**src/rtl/ml_pkg.sv**
```systemverilog
// Shared constants and the packer state encoding for the hard-bit path.
package ml_pkg;

    localparam int unsigned ML_BYTE_W          = 8;
    localparam int unsigned ML_FIFO_DEPTH_DEF  = 4;
    localparam int unsigned ML_FRAME_BYTES_DEF = 4;

    typedef enum logic [1:0] {
        S_IDLE    = 2'd0,  // no bits held
        S_COLLECT = 2'd1,  // 1..7 bits held
        S_FLUSH   = 2'd2   // partial byte waiting for FIFO space
    } ml_state_t;

endpackage

```
**src/rtl/ml_byte_fifo.sv**
```systemverilog
// Synchronous FIFO holding {frame_end, byte}; head is zero while empty.
module ml_byte_fifo
    import ml_pkg::*;
#(
    parameter int unsigned DEPTH = ML_FIFO_DEPTH_DEF,
    parameter int unsigned WIDTH = ML_BYTE_W + 1,
    parameter int unsigned CNT_W = $clog2(DEPTH) + 1
) (
    input  logic             i_clk,
    input  logic             i_reset,
    input  logic             i_push,
    input  logic [WIDTH-1:0] i_wdata,
    input  logic             i_pop,
    output logic [WIDTH-1:0] o_rdata,
    output logic [CNT_W-1:0] o_count
);

    localparam int unsigned AW = $clog2(DEPTH);

    logic [WIDTH-1:0] mem_q [DEPTH];
    logic [AW-1:0]    wr_ptr_q;
    logic [AW-1:0]    rd_ptr_q;
    logic [CNT_W-1:0] count_q;
    logic             do_push;
    logic             do_pop;

    // Qualify requests: pop needs data, push needs space (or a same-cycle pop).
    always_comb begin
        do_pop  = i_pop && (count_q != '0);
        do_push = i_push && ((count_q != CNT_W'(DEPTH)) || do_pop);
    end

    // Storage array; contents are don't-care until written.
    always_ff @(posedge i_clk) begin
        if (do_push) begin
            mem_q[wr_ptr_q] <= i_wdata;
        end
    end

    // Pointers and occupancy.
    always_ff @(posedge i_clk) begin
        if (i_reset) begin
            wr_ptr_q <= '0;
            rd_ptr_q <= '0;
            count_q  <= '0;
        end else begin
            if (do_push) begin
                wr_ptr_q <= wr_ptr_q + AW'(1);
            end
            if (do_pop) begin
                rd_ptr_q <= rd_ptr_q + AW'(1);
            end
            if (do_push && !do_pop) begin
                count_q <= count_q + CNT_W'(1);
            end else if (do_pop && !do_push) begin
                count_q <= count_q - CNT_W'(1);
            end
        end
    end

    assign o_rdata = (count_q == '0) ? '0 : mem_q[rd_ptr_q];
    assign o_count = count_q;

endmodule

```
**src/rtl/ml_hardbit_packer.sv**
```systemverilog
// Packs serial hard bits LSB-first into bytes, tags frame ends, and queues them.
module ml_hardbit_packer
    import ml_pkg::*;
#(
    parameter int unsigned FIFO_DEPTH  = ML_FIFO_DEPTH_DEF,
    parameter int unsigned FRAME_BYTES = ML_FRAME_BYTES_DEF
) (
    input  logic                 i_clk,
    input  logic                 i_reset,
    input  logic                 i_bit_vld,
    input  logic                 i_bit,
    output logic                 o_bit_rdy,
    input  logic                 i_flush,
    output logic [ML_BYTE_W-1:0] o_byte,
    output logic                 o_byte_vld,
    input  logic                 i_byte_rdy,
    output logic                 o_frame_end,
    output logic [15:0]          o_byte_cnt
);

    localparam int unsigned CNT_W = $clog2(FIFO_DEPTH) + 1;
    localparam int unsigned BC_W  = $clog2(ML_BYTE_W);
    localparam logic [7:0]  LAST_IDX = 8'(FRAME_BYTES - 1);

    ml_state_t            state_q, state_d;
    logic [BC_W-1:0]      bit_cnt_q;
    logic [ML_BYTE_W-1:0] shreg_q;
    logic [7:0]           frame_idx_q;
    logic [15:0]          byte_cnt_q;

    logic [CNT_W-1:0]     fifo_count;
    logic [ML_BYTE_W:0]   fifo_rdata;
    logic                 fifo_space;
    logic                 accept;
    logic                 byte_done;
    logic                 flush_push;
    logic                 push;
    logic                 push_fe;
    logic [ML_BYTE_W-1:0] merged;
    logic [ML_BYTE_W-1:0] push_byte;
    logic                 pop;

    assign fifo_space = (fifo_count < CNT_W'(FIFO_DEPTH));

    // State register.
    always_ff @(posedge i_clk) begin
        if (i_reset) begin
            state_q <= S_IDLE;
        end else begin
            state_q <= state_d;
        end
    end

    // Next state: a byte completed alongside a flush wins, so no extra pad byte.
    always_comb begin
        state_d = state_q;
        unique case (state_q)
            S_IDLE: begin
                if (accept) begin
                    state_d = S_COLLECT;
                end
            end
            S_COLLECT: begin
                if (byte_done) begin
                    state_d = S_IDLE;
                end else if (i_flush) begin
                    state_d = S_FLUSH;
                end
            end
            S_FLUSH: begin
                if (fifo_space) begin
                    state_d = S_IDLE;
                end
            end
            default: state_d = S_IDLE;
        endcase
    end

    // Handshake, byte assembly and push request.
    always_comb begin
        o_bit_rdy  = (state_q != S_FLUSH) && fifo_space;
        accept     = i_bit_vld && o_bit_rdy;
        merged     = shreg_q | (ML_BYTE_W'(i_bit) << bit_cnt_q);
        byte_done  = accept && (bit_cnt_q == BC_W'(ML_BYTE_W - 1));
        flush_push = (state_q == S_FLUSH) && fifo_space;
        push       = byte_done || flush_push;
        push_byte  = byte_done ? merged : shreg_q;
        push_fe    = flush_push || (frame_idx_q == LAST_IDX);
    end

    // Bit accumulator, frame position and pop counter.
    always_ff @(posedge i_clk) begin
        if (i_reset) begin
            bit_cnt_q   <= '0;
            shreg_q     <= '0;
            frame_idx_q <= '0;
            byte_cnt_q  <= '0;
        end else begin
            if (byte_done || flush_push) begin
                bit_cnt_q <= '0;
                shreg_q   <= '0;
            end else if (accept) begin
                bit_cnt_q <= bit_cnt_q + BC_W'(1);
                shreg_q   <= merged;
            end
            if (push) begin
                frame_idx_q <= push_fe ? '0 : frame_idx_q + 8'd1;
            end
            if (pop) begin
                byte_cnt_q <= byte_cnt_q + 16'd1;
            end
        end
    end

    ml_byte_fifo #(
        .DEPTH (FIFO_DEPTH),
        .WIDTH (ML_BYTE_W + 1),
        .CNT_W (CNT_W)
    ) u_fifo (
        .i_clk   (i_clk),
        .i_reset (i_reset),
        .i_push  (push),
        .i_wdata ({push_fe, push_byte}),
        .i_pop   (pop),
        .o_rdata (fifo_rdata),
        .o_count (fifo_count)
    );

    assign o_byte_vld  = (fifo_count != '0);
    assign pop         = o_byte_vld && i_byte_rdy;
    assign o_byte      = fifo_rdata[ML_BYTE_W-1:0];
    assign o_frame_end = fifo_rdata[ML_BYTE_W];
    assign o_byte_cnt  = byte_cnt_q;

endmodule

```
**config.mk**
```make
export PLATFORM = sky130hd
export DESIGN_NAME = ml_hardbit_packer
export DESIGN_NICKNAME = d
export VERILOG_FILES = /design/src/rtl/ml_pkg.sv /design/src/rtl/ml_byte_fifo.sv /design/src/rtl/ml_hardbit_packer.sv
export SDC_FILE = /design/constraint.sdc
export NUM_CORES = 1
export LEC_CHECK = 0
export CORE_MARGIN = 4
export CORE_UTILIZATION = 61
export CTS_CLUSTER_SIZE = 20
export DETAILED_ROUTE_END_ITERATION = 10
export PLACE_DENSITY = 0.85
export SYNTH_ARGS = -nofsm -noshare
export SYNTH_HDL_FRONTEND = slang
export SYNTH_SLANG_ARGS = --single-unit
export TNS_END_PERCENT = 10
```
**constraint.sdc**
```tcl
create_clock -name i_clk -period 4.7 [get_ports i_clk]
set_input_delay 1.175 -clock i_clk [delete_from_list [all_inputs] [get_ports i_clk]]
set_output_delay 1.175 -clock i_clk [all_outputs]
set_load 0.05 [all_outputs]
```
== Word level (Yosys, flattened, before mapping) ==
Memories as Yosys holds them, arrays and structs flattened. A register that Yosys moved wholly into a read port is not among the register bits.
Index checks and enable logic that the tools add are counted.

* Register bits after elaboration: 44
* Bits in latches: 0
* Bits in writable memories: 36
* Memory bits (read-only): 0
* Bits of input ports: 6
* Output and inout port bits: 27
* Word-level logic and storage cells: 62
* Memories: 1

* Add/sub/neg operators: 7
* Multiply operators: 0
* Div/mod/pow operators: 0
* Order comparisons: 1
* Equality and inequality tests: 9
* Shifts and indexed selects: 1
* Multiplexer cells: 14
* Bitwise operators: 1
* Reductions and logical operators: 20

{| class="wikitable"
|+ Memories
! name !! depth !! bits a word !! read ports !! clocked after Yosys merged registers in !! wr ports !! RTL line !! source
|-
| u_fifo.mem_q || 4 || 9 || 1 || 1 || 1 || ml_byte_fifo.sv:20 || <nowiki>logic [WIDTH-1:0] mem_q [DEPTH];</nowiki>
|}

{| class="wikitable"
|+ Operators with widths
! cell !! number
|-
| $add 16x1->16 const B || 1
|-
| $mux 8 || 2
|-
| $mux 2 || 6
|-
| $logic_and 1x1->1 || 9
|-
| $mux 9 || 1
|-
| $add 8x1->8 const B || 1
|-
| $eq 8x2->1 const B || 1
|-
| $or 8x8->8 || 1
|-
| $shl 1x3->8 || 1
|-
| $add 3x1->3 const B || 2
|-
| $mux 3 || 2
|-
| $ne 2x2->1 const B || 3
|-
| $ne 3x3->1 const B || 2
|-
| $pmux 2 s3 || 1
|-
| $add 2x1->2 const B || 2
|-
| $eq 3x3->1 const B || 1
|-
| $logic_not 3->1 || 1
|-
| $logic_or 1x1->1 || 3
|-
| $lt 3x3->1 const B || 1
|-
| $reduce_and 3->1 || 1
|-
| $reduce_bool 3->1 || 1
|-
| $sub 3x1->3 const B || 1
|-
| $eq 2x1->1 const B || 1
|-
| $eq 2x2->1 const B || 1
|-
| 5 further kinds || 7
|}

== Depth between registers and ports, before layout ==
Gate-level depths: netlist of run 1.

* Depth in word-level cells: 10
* Depth in mapped cells: 11
* Mapped depth without buffers: 10

== Modules after synthesis ==
From an unflattened synthesis of run 1, not the netlist that was laid out.

* Cells, all modules: 320
* Area total of the unflattened synthesis: 3608.5 um^2

{| class="wikitable"
|+ Modules (own cells, without submodules)
! module !! times used !! cells an instance !! area each (um^2)
|-
| ml_byte_fifo || 1 || 105 || 1831.8
|-
| ml_hardbit_packer || 1 || 215 || 1776.7
|}

== Least setup slack after synthesis of run 1 ==
OpenSTA, ideal clock, no wires.

* Path kind: input-to-reg
* From: in i_bit_vld
* To: reg u_fifo.count_q[2] (netlist: u_fifo.o_count[2])
* Setup time: 70 ps
* Data arrival time: 2999 ps
* Path slack: 1630 ps
* Stages: 9
* Path buffers: 1
* Path through: nand2_1 a21oi_1 clkbuf_1 ha_1 inv_1 fa_1 xor2_1 or3_1 a21oi_1

* Cells in the longest elaborated chain, start to end: 7
* Elaborated cells on any way between the ends: 9
* Those cells by class: 1 x mux; 8 x reduce/logical

{| class="wikitable"
|+ RTL lines
! what !! RTL line !! source
|-
| start: declaration || ml_hardbit_packer.sv:10 || <nowiki>input logic i_bit_vld,</nowiki>
|-
| $logic_and 1x1->1 (*) || ml_hardbit_packer.sv:82 || <nowiki>accept = i_bit_vld && o_bit_rdy;</nowiki>
|-
| $logic_and 1x1->1 (*) || ml_hardbit_packer.sv:84 || <nowiki>byte_done = accept && (bit_cnt_q == BC_W'(ML_BYTE_W - 1));</nowiki>
|-
| $logic_or 1x1->1 (*) || ml_hardbit_packer.sv:86 || <nowiki>push = byte_done || flush_push;</nowiki>
|-
| $logic_and 1x1->1 (*) || ml_byte_fifo.sv:30 || <nowiki>do_push = i_push && ((count_q != CNT_W'(DEPTH)) || do_pop);</nowiki>
|-
| named net u_fifo.do_push || ml_byte_fifo.sv:24 || <nowiki>logic do_push;</nowiki>
|-
| $logic_not 1->1 || ml_byte_fifo.sv:55 || <nowiki>end else if (do_pop && !do_push) begin</nowiki>
|-
| $logic_and 1x1->1 || ml_byte_fifo.sv:55 ||
|-
| $reduce_bool 2->1 (no source line) || -- ||
|-
| end signal: assignment || ml_byte_fifo.sv:54 || <nowiki>count_q <= count_q + CNT_W'(1);</nowiki>
|-
| end signal: assignment || ml_byte_fifo.sv:56 || <nowiki>count_q <= count_q - CNT_W'(1);</nowiki>
|-
| end: declaration || ml_byte_fifo.sv:23 || <nowiki>logic [CNT_W-1:0] count_q;</nowiki>
|}

Mark *: on every way through the listed nets, which the timed path passes. The rest lies on a longest branch.
A chain may end at the register's enable or synchronous reset.

== Worst setup path in the final report of run 1 ==
* From: reg u_fifo.count_q[2] (netlist: u_fifo.o_count[2])
* To: out o_byte[4]

* Cells in the longest elaborated chain, start to end: 2

{| class="wikitable"
|+ RTL lines
! what !! RTL line !! source
|-
| $logic_not 3->1 || ml_byte_fifo.sv:61 || <nowiki>assign o_rdata = (count_q == '0) ? '0 : mem_q[rd_ptr_q];</nowiki>
|-
| $mux 9 || ml_byte_fifo.sv:61 ||
|-
| end: declaration || ml_hardbit_packer.sv:14 || <nowiki>output logic [ML_BYTE_W-1:0] o_byte,</nowiki>
|}

No other way between the ends.

==> flow_metrics.py, run 1 <==
metrics = {
    "sta": {
        "rsz0062_at_grt": "false",
        "period_share_pct": 83.39,
        "timing.final.ws_setup_ns": 0.7805,
        "clock.fmax_mhz": 255.1,
        "layout_min_cycle_time_ns": 3.920,
        "worst_clock_skew_ns": 0.005705,
        "hold_slack_ns": 0.4839,
        "hold_viol": 0,
        "slew_headroom_pct": 20.12,
        "tns_ns": 0,
        "slew_violations": 0,
        "worst_pin_slew_ns": 1.189,
        "setup_viol": 0,
    },
    "clock_tree": {
        "cts_sinks": 82,
        "clk_pin_slew_worst_paths_ns": 0.07,
        "clock_path_buffers": 2,
        "cts_max_level": 3,
        "hold_buffers": 0,
        "clk_latency_ns": 0.35,
        "cts_buffers": 9,
        "postCtsSetupBuffers": 0,
        "root_buffer": "clkbuf_8",
        "cts_tree": "built",
        "postCtsResizedCells": 0,
    },
    "critical_path": {
        "cp_max_fo": 14,
        "start_kind": "register",
        "endpoint_kind": "primary output",
        "crit_family": "simple AND/OR/NAND/NOR gates",
        "worstPathRequired_ns": 3.52,
        "crit_type": "register to primary output",
        "cpPeakStageDelay_ns": 1.00,
        "path_cells": "nor3_1, nor2b_1, clkdlybuf4s50_1",
        "worst_ep_arrival_time_ns": 2.74,
        "path_buf_inv": 1,
        "crit_slowest_cell": "nor3_1",
    },
    "placement": {
        "place.gp.congestion": 0.8716,
        "place_worst_setup_slack_ns": 1.100,
        "placed_area_um2": 3913,
        "hpwlAfterDp_um": 4832,
        "io_buffers": 32,
    },
    "run": {
        "drv_cap": 0,
    },
    "finish": {
        "area_growth_pct": 15.59,
        "register_area_um2": 2002,
        "fill_cells": 391,
        "nets": 362,
        "design_area_um2": 4101,
        "drive_gt1_share_pct": 7.977,
        "n_antenna_cell": 0,
        "multi_input_area_um2": 1444,
        "layout_commonest_cell": "dfxtp_1",
        "mostFrequentLayoutCells": "dfxtp_1 (46), edfxtp_1 (36), nor2_1 (32), clkdlybuf4s50_1 (32), nand2_1 (22)",
    },
    "pwr": {
        "leakage_nw": 1.347,
        "pwr_density_cell_nw_per_um2": 514.5,
        "max-vdd-ir-drop_mv": 0.3853,
    },
    "route": {
        "via_per_inst": 5.797,
        "dr.pass1.iters": 5,
        "wl_um": 6996,
        "drc": 0,
        "drt_iter0_markers": 101,
        "dr_total_vias": 2452,
        "routedWlPerCell_um": 16.54,
        "ant_nets": 0,
    },
    "synthesis": {
        "syn_nets": 332,
        "seq_area_frac_synth_pct": 56.42,
        "ys_types": 47,
        "syn_area_um2": 3548,
        "synth-main-ff-cell": "dfxtp_1",
        "ys_ff_latch": 82,
        "synthArstFlopShare_pct": 0,
        "yosys_warnings": 0,
        "synth_cells": 316,
        "syn_avg_cell_area_um2": 11.23,
        "synth_edf_count": 36,
    },
    "floorplanning": {
        "die_h_um": 84.27,
        "initial_utilization_pct": 63.66,
        "core_area_um2": 5574,
        "die_area_um2": 7101,
        "rows": 27,
        "die_w_um": 84.27,
        "num_io_pins": 33,
    },
    "outcome": {
        "status": "completed",
    },
    "global_route": {
        "grt_pass1_vias": 2421,
        "antenna_found_initial": 0,
        "grt-ovfl-total": 0,
        "grt_pass1_wl_um": 11890,
        "grt_start_max_net_pins": 32,
        "grtUsageTotal_pct": 21.23,
    },
    "min_path": {
        "min_path_type": "register to register",
    },
}
## report_power, final
part / switching (W) / internal, W / total [W] / leakage (nW)
combinational: 0.000459 / 0.000272 / 0.000731 / 0.545
clock: 0.000233 / 0.000259 / 0.000492 / 0.0974
sequential: 0.0000829 / 0.000804 / 0.000887 / 0.705
## routing by layer
| metal | global-route usage, % | share of wire, % | vias up |
|---|---|---|---|
| met5 | 0 | 0 | - |
| met4 | 8.626 | 2.3 | 0 |
| met3 | 4.416 | 3.8 | 16 |
| met2 | 35.87 | 51 | 67 |
| met1 | 26.62 | 42 | 1184 |
| li1 | - | - | 1185 |
## Yosys cell counts, types with 2 or more instances
cell type	count	area, um2
nand2_1	22	82.58
mux2i_1	3	30.03
a211oi_1	2	15.01
dfxtp_1	46	920.9
mux4_2	9	202.7
or2_2	2	12.51
nand4_1	4	25.02
or3_1	6	37.54
nor2b_1	14	87.58
xor2_1	5	43.79
nand2b_1	5	31.28
inv_1	10	37.54
a21oi_1	17	85.08
o21bai_1	6	45.04
xnor2_1	15	131.4
buf_1	2	7.510
o21ai_0	5	25.02
and2_1	5	31.28
ha_1	9	112.6
nor2_1	32	120.1
a2111oi_0	2	17.52
a31oi_1	6	37.54
o31ai_1	2	15.01
nor3_1	9	45.04
nor4_1	3	18.77
edfxtp_1	36	1081
clkbuf_1	11	41.29
nand3_1	9	45.04
## flip-flops by register name, summed over array words and instances (netlist names), named ones only
| register | cells |
|---|---|
| u_fifo.mem_q | 36 |
| o_byte_cnt | 16 |
| frame_idx_q | 8 |
| shreg_q | 8 |
| bit_cnt_q | 3 |
| u_fifo.o_count | 3 |
| state_q | 2 |
| u_fifo.rd_ptr_q | 2 |
| u_fifo.wr_ptr_q | 2 |
## stage by stage
stage / cells / utilization, % / total power (W)
finish: 423 / 73.58 / 0.002110
detailed placement: 407 / 70.19 / 0.001635
CTS: 423 / 73.58 / 0.002123
global placement: 407 / 70.19 / 0.001600
floorplan: 316 / - / 0.001421
global route: 423 / 73.58 / 0.002214
## cell type report
| class | count | area share [%] |
|---|---|---|
| Sequential cell | 82 | 48.81 |
| Multi-Input combinational cell | 208 | 35.20 |
| Timing Repair Buffer | 34 | 8.176 |
| Clock buffer | 13 | 3.630 |
| Tap cell | 72 | 2.196 |
| Inverter | 11 | 1.007 |
| Clock inverter | 3 | 0.9762 |
## logic make-up (layout without fill, tap and decap cells)
group / count (synthesis) / after routing / share of synthesized area, %
simple gates: 116 / 116 / 16.26
flops: 82 / 82 / 56.42
compound gates: 49 / 49 / 8.886
buf+inv: 26 / 61 / 2.891
xor+xnor: 20 / 20 / 4.937
mux: 13 / 13 / 6.876
fa+ha+maj: 10 / 10 / 3.738
## path summary, 6_finish.rpt
check                                       start                 to  slack, ns  cells after the start
worst max register to register       bit_cnt_q[1]  u_fifo.o_count[2]       1.72                     11
worst min register to register     o_byte_cnt[15]     o_byte_cnt[15]       0.48                      2
worst min-delay path               o_byte_cnt[15]     o_byte_cnt[15]       0.48                      2
worst max-delay path            u_fifo.o_count[2]          o_byte[4]       0.78                      3
## tightest hold or removal path: stages (launching register included)
cell     delay (ns)
dfxtp_1        0.32
o21ai_0        0.07
a21oi_1        0.06
Note: power is estimated with default switching activity, not from simulation.
==> run 2: changes to the inputs <==
Settings changed: CORE_UTILIZATION 61 to 51, PLACE_DENSITY 0.85 to 0.76.
Clock period 4.7 ns to 3.4 ns, I/O delays scaled along.
==> run 2 against run 1 <==
Against the previous run: die area up 18%; setup slack lost 0.47 ns; global-route usage is 4.3 points lower; sequential share of layout area decreased by 0.70 points; power up 38%; sequential power up 35%; flip-flop and latch count did not move; clock power is 36% higher; clock skew grew 0.0041 ns; core utilization decreased by 12 points; largest cell class unchanged.
==> flow_metrics.py, run 2 (same netlist as run 1, synthesis figures left out) <==
metrics = {
    "clock_tree": {
        "cts_sinks": 82,
        "clock_path_buffers": 2,
        "cts_max_level": 3,
        "postCtsSetupBuffers": 0,
        "hold_buffers": 0,
        "clk_latency_ns": 0.35,
        "cts_buffers": 9,
        "cts_tree": "built",
        "postCtsResizedCells": 0,
        "root_buffer": "clkbuf_8",
        "clk_pin_slew_worst_paths_ns": 0.09,
    },
    "finish": {
        "drive_gt1_share_pct": 9.859,
        "area_growth_pct": 17.28,
        "n_antenna_cell": 0,
        "top_register": "u_fifo.mem_q",
        "design_area_um2": 4161,
        "mostFrequentLayoutCells": "dfxtp_1 (46), edfxtp_1 (36), nor2_1 (32), clkdlybuf4s50_1 (32), nand2_1 (22)",
        "largest_reg_flops": 36,
        "finalNonFillerCells": 451,
        "nets": 366,
        "utilization_pct": 61.25,
        "fill_cells": 549,
        "layout_commonest_cell": "dfxtp_1",
    },
    "pwr": {
        "clockPowerShare_pct": 22.8,
        "leakage_nw": 1.364,
        "swShare_pct": 38.36,
        "seq_power_share_pct": 41.0,
        "p_comb_share_pct": 36.1,
        "p_switching_w": 0.001120,
        "max-vdd-ir-drop_mv": 0.4313,
        "p_int_w": 0.001800,
        "pwr_density_cell_nw_per_um2": 701.8,
    },
    "sta": {
        "slew_violations": 0,
        "setup_viol": 0,
        "clock.fmax_mhz": 323.2,
        "hold_viol": 0,
        "slew_headroom_pct": 57.39,
        "period_share_pct": 91.01,
        "worst_clock_skew_ns": 0.009757,
        "tns_ns": 0,
        "hold_slack_ns": 0.4689,
        "worst_pin_slew_ns": 0.6230,
        "layout_min_cycle_time_ns": 3.094,
        "rsz0062_at_grt": "false",
    },
    "floorplanning": {
        "die_w_um": 91.41,
        "num_io_pins": 33,
        "die_h_um": 91.41,
        "initial_utilization_pct": 52.23,
        "rows": 30,
        "core_area_um2": 6794,
        "die_area_um2": 8356,
    },
    "global_route": {
        "antenna_found_initial": 0,
        "grtUsageTotal_pct": 16.93,
        "grt_pass1_vias": 2357,
        "grt_pass1_wl_um": 11210,
        "grt_start_max_net_pins": 32,
        "grt-ovfl-total": 0,
    },
    "critical_path": {
        "path_cells": "nor3_1, buf_4, nor2b_1, clkdlybuf4s50_1",
        "cpPeakStageDelay_ns": 0.82,
        "cp_max_fo": 14,
        "worst_ep_arrival_time_ns": 2.24,
        "path_buf_inv": 2,
        "crit_family": "buffers and inverters",
        "start_kind": "register",
        "worstPathRequired_ns": 2.55,
        "crit_type": "register to primary output",
        "endpoint_kind": "primary output",
        "crit_slowest_cell": "clkdlybuf4s50_1",
    },
    "placement": {
        "io_buffers": 32,
        "hpwlAfterDp_um": 4447,
        "placed_area_um2": 3973,
        "place.gp.congestion": 0.7804,
        "dp_cells": 435,
    },
    "route": {
        "drt_iter0_markers": 72,
        "ant_nets": 0,
        "dr.pass1.iters": 4,
        "drc": 0,
        "via_per_inst": 5.262,
        "routedWlPerCell_um": 14.36,
        "dr_total_vias": 2373,
        "wl_um": 6478,
    },
    "outcome": {
        "status": "completed",
    },
    "run": {
        "drv_cap": 0,
    },
    "min_path": {
        "min_path_type": "register to register",
    },
}
## run 2: changes by cell type in the layout (fill, tap and decap cells not counted), moves of 2 or more
| cell | previous run | this run |
|---|---|---|
| buf_4 | 2 | 6 |
| clkbuf_1 | 3 | 0 |
| clkinv_2 | 2 | 0 |
| inv_6 | 0 | 3 |
| inv_8 | 0 | 2 |
## run 2: cell type report
class,count,area [um2],area share [%]
clock buffer,9,123.9,2.977
clock inverter,7,65.06,1.563
sequential,82,2002,48.11
inverter,11,41.29,0.9922
tap,96,120.1,2.886
timing repair buffer,38,365.4,8.779
multi-input combinational,208,1444,34.70
## run 2: power by group through the flow
stage | sequential [W] | combinational, W | clock [W]
floorplan | 0.00120 | 0.000760 | 0
global placement | 0.00122 | 0.00104 | 0
detailed placement | 0.00122 | 0.00106 | 0
CTS | 0.00120 | 0.00107 | 0.000685
global route | 0.00121 | 0.00114 | 0.000732
finish | 0.00120 | 0.00105 | 0.000667
## run 2: worst paths after layout
| check | start | endpoint | slack [ns] | cells after the start |
|---|---|---|---|---|
| worst max-delay path | u_fifo.o_count[2] | o_byte[7] | 0.31 | 4 |
| worst min-delay path | shreg_q[4] | shreg_q[4] | 0.47 | 2 |
| worst max register to register | bit_cnt_q[1] | u_fifo.o_count[2] | 0.64 | 10 |
| worst min register to register | shreg_q[4] | shreg_q[4] | 0.47 | 2 |
## run 2: tightest hold or removal path, cell delays in order, from the launching register on
cell,delay (ns)
dfxtp_1,0.33
a31oi_1,0.04
nor2_1,0.07
## run 2: per-stage QoR
stage / setup WS [ns] / total power, W
final: 0.3057 / 0.002921
after detailed placement: 0.3523 / 0.002281
after global routing: 0.1695 / 0.003087
after floorplan: 0.6551 / 0.001964
after CTS: 0.2608 / 0.002950
after global placement: 0.4195 / 0.002259
## run 2: layer usage
metal  part of all wire (%)  up-vias  GRT usage (%)
met3                    3.1        7          3.148
met2                     49       39          27.81
met4                    1.8        0          8.291
li1                       -     1201              -
met1                     46     1126          21.39
met5                      0        -              0
==> run 3: changes to the inputs <==
Settings changed: MAX_ROUTING_LAYER from default to met4, SETUP_SLACK_MARGIN from default to 0.4.
==> run 3 against run 2 <==
Against the previous run: core utilization barely moved; power is 0.14% lower; worst hold slack is essentially flat; clock skew up 0.0011 ns; sequential power is essentially flat; design area hardly changed.
==> flow_metrics.py, run 3 (same netlist as run 1, synthesis figures left out) <==
metrics = {
    "outcome": {
        "status": "completed",
    },
    "critical_path": {
        "r2r_end": "u_fifo.o_count[2]",
        "crit_slowest_cell": "clkdlybuf4s50_1",
        "r2r_setup_slack_ns": 0.64,
        "worst_ep_arrival_time_ns": 2.23,
        "crit_type": "register to primary output",
        "reg2regPathDepth": 10,
        "worstPathRequired_ns": 2.55,
        "cp_max_fo": 9,
        "path_cells": "buf_4, mux4_2, nor2b_1, clkdlybuf4s50_1",
        "start_kind": "register",
        "path_buf_inv": 2,
        "cpPeakStageDelay_ns": 0.69,
        "reg2reg_from": "bit_cnt_q[1]",
        "crit_family": "buffers and inverters",
        "endpoint_kind": "primary output",
    },
    "finish": {
        "top_register": "u_fifo.mem_q",
        "layout_commonest_cell": "dfxtp_1",
        "design_area_um2": 4163,
        "drive_gt1_share_pct": 9.859,
        "finalNonFillerCells": 451,
        "largest_reg_flops": 36,
        "area_growth_pct": 17.31,
        "n_antenna_cell": 0,
        "mostFrequentLayoutCells": "dfxtp_1 (46), edfxtp_1 (36), nor2_1 (32)",
        "fill_cells": 550,
        "nets": 366,
    },
    "sta": {
        "rsz0062_at_grt": "true",
        "clock.fmax_mhz": 324.2,
        "worst_clock_skew_ns": 0.01090,
        "layout_min_cycle_time_ns": 3.085,
        "tns_ns": 0,
        "slew_headroom_pct": 57.39,
        "setup_viol": 0,
        "timing.final.ws_setup_ns": 0.3151,
        "hold_viol": 0,
        "worst_pin_slew_ns": 0.6230,
        "slew_violations": 0,
        "period_share_pct": 90.73,
    },
    "placement": {
        "dp_cells": 435,
        "place.gp.congestion": 0.7911,
        "hpwlAfterDp_um": 4447,
        "place_worst_setup_slack_ns": 0.3523,
        "placed_area_um2": 3973,
        "io_buffers": 32,
    },
    "route": {
        "drt_iter0_markers": 75,
        "wl_um": 6485,
        "dr.pass1.iters": 4,
        "drc": 0,
        "via_per_inst": 5.288,
        "ant_nets": 0,
        "dr_total_vias": 2385,
        "routedWlPerCell_um": 14.38,
    },
    "floorplanning": {
        "die_area_um2": 8356,
        "die_w_um": 91.41,
        "num_io_pins": 33,
        "core_area_um2": 6794,
        "rows": 30,
        "die_h_um": 91.41,
        "initial_utilization_pct": 52.23,
    },
    "run": {
        "drv_cap": 0,
    },
    "pwr": {
        "max-vdd-ir-drop_mv": 0.4312,
        "leakage_nw": 1.383,
        "swShare_pct": 38.45,
        "p_comb_share_pct": 36.0,
        "p_switching_w": 0.001122,
        "p_int_w": 0.001795,
        "seq_power_share_pct": 41.1,
        "clockPowerShare_pct": 22.9,
        "pwr_density_cell_nw_per_um2": 700.7,
    },
    "min_path": {
        "worstHoldEndpoint": "shreg_q[4]",
        "holdPathStages": 2,
        "hold_start": "shreg_q[4]",
        "min_path_type": "register to register",
    },
    "clock_tree": {
        "cts_max_level": 3,
        "clock_path_buffers": 2,
        "root_buffer": "clkbuf_8",
        "postCtsResizedCells": 1,
        "hold_buffers": 0,
        "cts_sinks": 82,
        "cts_buffers": 9,
        "clk_pin_slew_worst_paths_ns": 0.09,
        "clk_latency_ns": 0.36,
        "postCtsSetupBuffers": 0,
        "cts_tree": "built",
    },
    "global_route": {
        "top_usage_layer": "met2",
        "met3_usage_pct": 3.065,
        "grt_start_max_net_pins": 32,
        "use_met1_pct": 21.55,
        "antenna_found_initial": 0,
        "grt_pass1_wl_um": 11210,
        "grtUsageTotal_pct": 17.41,
        "grt_util_met2_pct": 27.69,
        "grt_pass1_vias": 2346,
        "grt-ovfl-total": 0,
    },
}
==> run 3: changes by cell type in the layout (fill, tap and decap cells not counted) <==
cell / before / now
clkdlybuf4s50_1: 32 / 30
dlygate4sd2_1: 0 / 1
dlymetal6s2s_1: 0 / 1
==> run 3: layout make-up <==
class	instances	area [um2]	share of cell area, %
well taps	96	120.1	2.885
clock inverters	7	65.06	1.563
repair buffers	38	366.6	8.807
flip-flops and latches	82	2002	48.09
multi-input cells	208	1444	34.69
inverters	11	41.29	0.9919
clock buffers	9	123.9	2.976
==> run 3: worst max path at each step <==
stage | startpoint | to | slack (ns) | depth (start not counted)
after floorplan | i_bit_vld | u_fifo.o_count[2] | 0.66 | 9
after global placement | i_bit_vld | u_fifo.o_count[2] | 0.42 | 9
after detailed placement | i_bit_vld | u_fifo.o_count[2] | 0.35 | 9
after CTS | register | o_byte[1] | 0.26 | 4
after global routing | u_fifo.o_count[2] | o_byte[6] | 0.19 | 4
final | register | o_byte[3] | 0.32 | 4
==> run 3: per-stage QoR <==
step	hold WS (ns)	utilization, %	total power [W]
6_report	0.4689	61.27	0.002917
5_1_grt	0.5052	61.27	0.003081
4_1_cts	0.4797	61.23	0.002945
3_5_place_dp	0.4591	58.47	0.002281
3_3_place_gp	0.4433	58.47	0.002259
2_1_floorplan	0.4311	-	0.001964
==> run 3: power groups by stage <==
stage | clock network (W) | logic, W | registers [W]
4_1_cts | 0.000685 | 0.00106 | 0.00120
3_3_place_gp | 0 | 0.00104 | 0.00122
2_1_floorplan | 0 | 0.000760 | 0.00120
3_5_place_dp | 0 | 0.00106 | 0.00122
5_1_grt | 0.000734 | 0.00113 | 0.00121
6_report | 0.000669 | 0.00105 | 0.00120
==> run 3: worst reg2reg max path: stages (launching register included) <==
cell,delay (ns)
dfxtp_1,0.56
ha_1,0.23
ha_1,0.26
nand2_1,0.17
a21oi_1,0.23
ha_1,0.21
inv_1,0.06
fa_1,0.38
xor2_1,0.16
or3_1,0.30
a21oi_1,0.13
==> run 3: layer usage <==
| metal | routed length (um) | vias up |
|---|---|---|
| met5 | 0 | - |
| met4 | 114 | 0 |
| met3 | 219 | 7 |
| met2 | 3181 | 45 |
| met1 | 2970 | 1132 |
| li1 | - | 1201 |
